### config.mk
export PLATFORM = sky130hd
export DESIGN_NAME = tdm_demux_4
export DESIGN_NICKNAME = d
export VERILOG_FILES = /design/src/rtl/tdm_demux_4.sv
export SDC_FILE = /design/constraint.sdc
export NUM_CORES = 1
export LEC_CHECK = 0
export CORE_MARGIN = 3
export CORE_UTILIZATION = 51
export DETAILED_ROUTE_END_ITERATION = 8
export GPL_TIMING_DRIVEN = 0
export PLACE_DENSITY_LB_ADDON = 0.2
export SYNTH_ARGS = -nofsm -noshare
export SYNTH_HDL_FRONTEND = slang
export SYNTH_SLANG_ARGS = --single-unit
### constraint.sdc
create_clock -name clk -period 1.77 [get_ports clk]
set_input_delay 0.4425 -clock clk [delete_from_list [all_inputs] [get_ports clk]]
set_output_delay 0.4425 -clock clk [all_outputs]
set_load 0.02 [all_outputs]
### src/rtl/tdm_demux_4.sv
`default_nettype none
// ============================================================================
// tdm_demux_4 : four-slot TDM demultiplexer; slot 0..3 -> lanes A..D,
//               each complete frame applied atomically with a one-cycle strobe.
// Revision    : 1.0
// ============================================================================
module tdm_demux_4 #(
   parameter int WIDTH = 8
) (
   input  logic             clk,
   input  logic             rst_n,
   input  logic [WIDTH-1:0] din,
   input  logic             din_valid,
   input  logic             sof,
   output logic [WIDTH-1:0] A,
   output logic [WIDTH-1:0] B,
   output logic [WIDTH-1:0] C,
   output logic [WIDTH-1:0] D,
   output logic [1:0]       sel,
   output logic             frame_valid,
   output logic             sync_err
);

   typedef enum logic [0:0] {
      HUNT = 1'b0,
      FILL = 1'b1
   } state_t;

   state_t           state_q, state_d;
   logic [1:0]       sel_q, sel_d;
   logic [WIDTH-1:0] s0_q, s0_d, s1_q, s1_d, s2_q, s2_d;
   logic [WIDTH-1:0] a_q, a_d, b_q, b_d, c_q, c_d, d_q, d_d;
   logic             fv_q, fv_d, se_q, se_d;

   always_comb begin
      state_d = state_q;
      sel_d   = sel_q;
      s0_d    = s0_q;
      s1_d    = s1_q;
      s2_d    = s2_q;
      a_d     = a_q;
      b_d     = b_q;
      c_d     = c_q;
      d_d     = d_q;
      fv_d    = 1'b0;
      se_d    = 1'b0;

      if (din_valid) begin
         if (sof) begin
            // An sof while filling abandons the partial frame; the word restarts slot 0.
            se_d    = (state_q == FILL);
            s0_d    = din;
            sel_d   = 2'd1;
            state_d = FILL;
         end else if (state_q == HUNT) begin
            se_d = 1'b1;
         end else begin
            case (sel_q)
               2'd1: begin
                  s1_d  = din;
                  sel_d = 2'd2;
               end
               2'd2: begin
                  s2_d  = din;
                  sel_d = 2'd3;
               end
               2'd3: begin
                  a_d     = s0_q;
                  b_d     = s1_q;
                  c_d     = s2_q;
                  d_d     = din;
                  fv_d    = 1'b1;
                  sel_d   = 2'd0;
                  state_d = HUNT;
               end
               default: begin
                  sel_d = sel_q;
               end
            endcase
         end
      end
   end

   always_ff @(posedge clk or negedge rst_n) begin
      if (!rst_n) begin
         state_q <= HUNT;
         sel_q   <= 2'd0;
         s0_q    <= '0;
         s1_q    <= '0;
         s2_q    <= '0;
         a_q     <= '0;
         b_q     <= '0;
         c_q     <= '0;
         d_q     <= '0;
         fv_q    <= 1'b0;
         se_q    <= 1'b0;
      end else begin
         state_q <= state_d;
         sel_q   <= sel_d;
         s0_q    <= s0_d;
         s1_q    <= s1_d;
         s2_q    <= s2_d;
         a_q     <= a_d;
         b_q     <= b_d;
         c_q     <= c_d;
         d_q     <= d_d;
         fv_q    <= fv_d;
         se_q    <= se_d;
      end
   end

   assign A           = a_q;
   assign B           = b_q;
   assign C           = c_q;
   assign D           = d_q;
   assign sel         = sel_q;
   assign frame_valid = fv_q;
   assign sync_err    = se_q;

endmodule
`default_nettype wire
==> run summary, run 1 <==
delay-heaviest family, CP: buffers and inverters
Peak VDD IR: 1030 µV
GPL Wtd Cong: 0.684
TritonRoute pass-1 iters: 4
IO Pins: 48
worst-case clock buffer depth: 2
r2r endpoint: sel[0]
Root Driver: clkbuf_8
full die area: 0.00573 mm²
Power, Total: 6090 µW
sequential element share of the synthesized area: 61.6%
reg2reg start: sel[0]
final worst-path cycle share: 98.9%
vias: 1,402
DR vias/cell: 5.08
r2r setup slk: 0.27 ns
Starting Density: 54.6%
LEAKAGE: 0.00191 µW
WS Path Type: reg2out
setup violators final: 0
clock skew: 0.00836 ns
Least-Margin Pin Slew: 0.753 ns
Hold WC Path Type: in2async
initial antenna violation count: 0
height of the die: 75.7 µm
chip width: 75.7 µm
clk_lat worst skew: 0.33 ns
n_diodes: 0
YS warnings: 0
HPWL after DPL: 3.14 mm
MaxCap Viol Count: 0
final hold vios: 0
Remaining DRCs: 0
antenna viol nets, final: 0
Worst Path Buf+Inv: 1
critical path launch point type: flip-flop
capture point of the worst path: A[6]
largest area contributor in the netlist: dfrtp_1
Mapped Area: 0.00248 mm²
Post-Route WL: 4.71 mm
GRT Util Overall: 18.8%
fin crit period: 1.75 ns
final setup margin: 0.0188 ns
Netlist cell types: 18
Final Core Density: 73.8%
most common cell after layout, fill and taps aside: dfrtp_1
fillcell total: 274
top-area cell type share of the netlist area: 61.6%
CP Capture Type: output pin
Routed WL per cell: 17.1 µm
Power Density: 1820 mW/mm²
top post-synthesis cells by area: dfrtp_1 62%, mux2_4 18%, mux2_2 12%
post-route cell area: 0.00335 mm²
WP depth: 1
worst path cell trace: clkdlybuf4s50_1
CTS tree: yes
pin count of the biggest net entering global routing: 35
Max Fclk: 0.571 GHz
Clk pin slew, worst setup/hold paths: 0.07 ns
CP max stage cell: clkdlybuf4s50_1
Area Growth Syn to Fin: 35.2%
vias in the first global route: 1,538
post-CTS setup repair buffer count: 0
Slew headroom: 49.8%
Place WS: -0.334 ns
row count: 24
Syn Nets: 163
most frequent cells in the layout: 61 x dfrtp_1, 29 x mux2_4, 27 x mux2_2, 25 x dlymetal6s2s_1, 13 x clkdlybuf4s50_1
max-slew violations: 0
#FFs+latches synth: 61
first-pass GRT wire length: 7.68 mm
total gr overflow: 0
1st-iter DRT viols: 68
worst r2r path cells: 4
clk sinks: 61
Final Net Count: 222
post-place instance area: 0.00304 mm²
TritonCTS Buffers: 9
Max stage delay on crit path: 0.61 ns
Core Region: 0.00453 mm²
Arr. time, crit path: 1.31 ns
share of cells above drive strength 1: 37.9%
beginning of the critical path: A[6]
# port buffers: 47
status: completed
crit-path max FO: 2
syn_area_per_cell: 16.9 µm²
H-tree depth reported by CTS: 3
WP data required: 1.33 ns
Cells after Synth: 147
==> cell families (layout without fill, tap and decap cells) <==
| family | Yosys count | count (layout) | synth area share, % |
|---|---|---|---|
| AO/OA/AOI/OAI | 4 | 4 | 1.21 |
| flip-flops | 61 | 61 | 61.6 |
| adder cells (fa/ha/maj) | 4 | 4 | 2.02 |
| AND/OR/NAND/NOR | 12 | 12 | 2.73 |
| multiplexers | 56 | 56 | 29.8 |
| buffers and inverters | 10 | 74 | 2.58 |
==> cells in the mapped netlist <==
cell,count
nor2_1,2
mux2_2,27
mux2_4,29
buf_6,3
nand2_4,1
ha_1,4
nand2b_1,1
a21o_1,1
inv_1,6
nand2_1,4
buf_4,1
nand2_2,2
and3b_1,1
dfrtp_1,61
a21oi_1,1
a2111oi_0,1
nor2b_1,1
o22a_1,1
==> power breakdown <==
| group | internal [µW] | total, µW | leakage (µW) | switching (µW) |
|---|---|---|---|---|
| clock | 935 | 1480 | 0.000116 | 543 |
| sequential | 1990 | 2320 | 0.000748 | 333 |
| combinational | 1290 | 2280 | 0.00105 | 996 |
| total | 4210 | 6090 | 0.00191 | 1870 |
==> per-layer routing <==
metal	GRT usage [%]	share of wire (%)	vias up
met1	23.8	44	720
met2	29.6	50	46
met3	4.62	4.5	7
met5	0	0	-
met4	10.3	1.6	0
li1	-	-	629
==> flip-flops by register name, indices dropped and copies added (netlist names), 2 cells and up <==
register  cells
s0_q          8
s2_q          8
A             8
s1_q          8
C             8
D             8
sel           2
B             8
==> metrics by stage <==
stage / cells / TNS (ns) / hold WS [ns]
after floorplan: 147 / 0 / 0.147
after global placement: 259 / -102.70 / 0.477
after detailed placement: 260 / -14.84 / 0.486
after CTS: 276 / 0 / 0.194
after global routing: 276 / -0.394 / 0.218
final: 276 / 0 / 0.172
==> repair_timing <==
item,in CTS,in global routing
endpoints found under the setup margin,8,53
pin swaps,0,0
gates resized for setup,8,28
hold buffers,0,0
==> cell type report <==
| type | instances | area [µm²] | share of cell area, % |
|---|---|---|---|
| inverter | 6 | 22.5 | 0.673 |
| clock buffer | 10 | 128 | 3.81 |
| sequential | 61 | 1530 | 45.6 |
| tap | 65 | 81.3 | 2.43 |
| buffer | 4 | 53.8 | 1.61 |
| clock inverter | 6 | 111 | 3.33 |
| multi-input combinational | 76 | 887 | 26.5 |
| timing repair buffer | 48 | 538 | 16.1 |
==> how the worst min path moves through the flow <==
stage and endpoint:
2_1_floorplan A[0], 3_3_place_gp state_q, 3_5_place_dp C[5], 4_1_cts frame_valid, 5_1_grt frame_valid, 6_report frame_valid
Note: power is estimated with default switching activity, not from simulation.
==> inputs of run 2 (changes only) <==
Settings changed: ABC_CLOCK_PERIOD_IN_PS from default to 1770, CTS_CLUSTER_DIAMETER from default to 150.
==> results of run 2 <==
The final DEF is identical to that of run 1; final timing and power are the same.
==> inputs of run 3 (changes only) <==
Settings changed: CORE_MARGIN 3 to 10.
==> run summary, run 3 (same netlist as run 1, synthesis figures left out) <==
initial antenna violation count: 0 (unchanged)
most frequent cells in the layout: 61 x dfrtp_1, 29 x mux2_4, 27 x mux2_2, 24 x dlymetal6s2s_1, 15 x clkdlybuf4s50_1
Final Net Count: 222 (unchanged)
max-slew violations: 0 (unchanged)
Hold WC Path Type: in2async
pin count of the biggest net entering global routing: 37 (+5.7%)
CP max stage cell: clkdlybuf4s50_1
fillcell total: 325 (+19%)
r2r setup slk: 0.27 ns (about the same)
DR vias/cell: 5.01 (-1.3%)
Power, Total: 5690 µW (-6.5%)
Root Driver: clkbuf_8
# port buffers: 47 (unchanged)
vias in the first global route: 1,596 (+3.8%)
Remaining DRCs: 0 (unchanged)
H-tree depth reported by CTS: 3 (unchanged)
post-CTS setup repair buffer count: 0 (unchanged)
antenna viol nets, final: 0 (unchanged)
Core Region: 0.00472 mm² (+4.2%)
clk sinks: 61 (unchanged)
Clk pin slew, worst setup/hold paths: 0.06 ns (about the same)
1st-iter DRT viols: 27 (-60%)
IO Pins: 48 (unchanged)
worst r2r path cells: 4 (unchanged)
reg2reg start: sel[1]
Max stage delay on crit path: 0.61 ns (about the same)
n_diodes: 0 (unchanged)
TritonRoute pass-1 iters: 4 (unchanged)
total gr overflow: 0 (unchanged)
RSZ-0062 raised after global routing: no
final worst-path cycle share: 97.5% (-1.5 points)
Arr. time, crit path: 1.28 ns (-0.03 ns)
clock skew: 0.00460 ns (-0.00375 ns)
crit-path max FO: 2 (unchanged)
row count: 25 (+4.2%)
share of cells above drive strength 1: 37.3% (-0.59 points)
worst path cell trace: clkdlybuf4s50_1
Routed WL per cell: 18.0 µm (+5.8%)
Final TNS setup: 0 ns (unchanged)
first-pass GRT wire length: 8.16 mm (+6.3%)
CP Capture Type: output pin
CTS tree: yes
Peak VDD IR: 856 µV (-17%)
fin crit period: 1.72 ns (-0.0264 ns)
final hold vios: 0 (unchanged)
worst-case clock buffer depth: 2 (unchanged)
Max Fclk: 0.580 GHz (+1.5%)
Final Core Density: 69.5% (-4.3 points)
status: completed
Area Growth Syn to Fin: 32.6%
GPL Wtd Cong: 0.747 (+9.2%)
setup violators final: 0 (unchanged)
MaxCap Viol Count: 0 (unchanged)
most common cell after layout, fill and taps aside: dfrtp_1
Min Hold Slack: 0.116 ns (-0.0560 ns)
clk_lat worst skew: 0.33 ns (about the same)
Worst Path Buf+Inv: 1 (unchanged)
WS Path Type: reg2out
LEAKAGE: 0.00188 µW (-1.9%)
Slew headroom: 60.2% (+10 points)
Least-Margin Pin Slew: 0.597 ns (-0.156 ns)
r2r endpoint: A[0]
TritonCTS Buffers: 9 (unchanged)
vias: 1,384 (-1.3%)
delay-heaviest family, CP: buffers and inverters
Post-Route WL: 4.98 mm (+5.8%)
Power Density: 1730 mW/mm² (-4.7%)
full die area: 0.00805 mm² (+40%)
WP data required: 1.33 ns (about the same)
critical path launch point type: flip-flop
Starting Density: 52.5% (-2.2 points)
height of the die: 89.7 µm (+18%)
HPWL after DPL: 3.56 mm (+13%)
chip width: 89.7 µm (+18%)
GRT Util Overall: 13.9% (-4.9 points)
==> run 3: worst max path at each step <==
stage,from,end,slack [ns],cells after the start
final,B[1],B[1],0.05,1
after global routing,C[4],C[4],0.002,1
after CTS,C[5],C[5],0.002,1
after detailed placement,sof,D[0],-0.32,6
after global placement,rst_n,s1_q[7],-1.49,1
after floorplan,sel[0],A[7],0.32,4
==> run 3: per-stage QoR <==
step / instance area, µm² / std cells / setup slack [ns]
after CTS: 3200 / 276 / 0.00152
after floorplan: 2480 / 147 / 0.321
final: 3280 / 276 / 0.0451
after global routing: 3280 / 276 / 0.00177
after global placement: 3030 / 261 / -1.49
after detailed placement: 3050 / 262 / -0.322
==> run 3: final cells by class <==
| type | instances | area, µm² | share of cell area [%] |
|---|---|---|---|
| inverters | 6 | 22.5 | 0.686 |
| clock inverters | 2 | 10.0 | 0.305 |
| plain buffers | 4 | 62.6 | 1.90 |
| multi-input cells | 76 | 887 | 27.0 |
| repair buffers | 48 | 537 | 16.3 |
| well taps | 67 | 83.8 | 2.55 |
| clock buffers | 12 | 155 | 4.72 |
| flip-flops and latches | 61 | 1530 | 46.5 |
==> run 3: layer usage <==
layer / up-vias / GRT usage [%] / wire length (µm)
li1: 625 / - / -
met1: 715 / 15.9 / 2050
met2: 36 / 21.7 / 2490
met3: 8 / 5.23 / 351
met4: 0 / 8.09 / 87
met5: - / 0 / 0
==> run 3: where the power goes <==
group	switching [µW]	total (µW)	internal (µW)
registers	334	2320	1990
logic	1020	2320	1300
clock network	479	1040	564
total	1830	5690	3860
==> run 3: what timing repair did <==
| item | in CTS | in global routing |
|---|---|---|
| endpoints found under the hold margin | 0 | 0 |
| cloned | 0 | 0 |
| endpoints found under the setup margin | 7 | 48 |
| resized for setup | 7 | 29 |
| hold buffers | 0 | 0 |
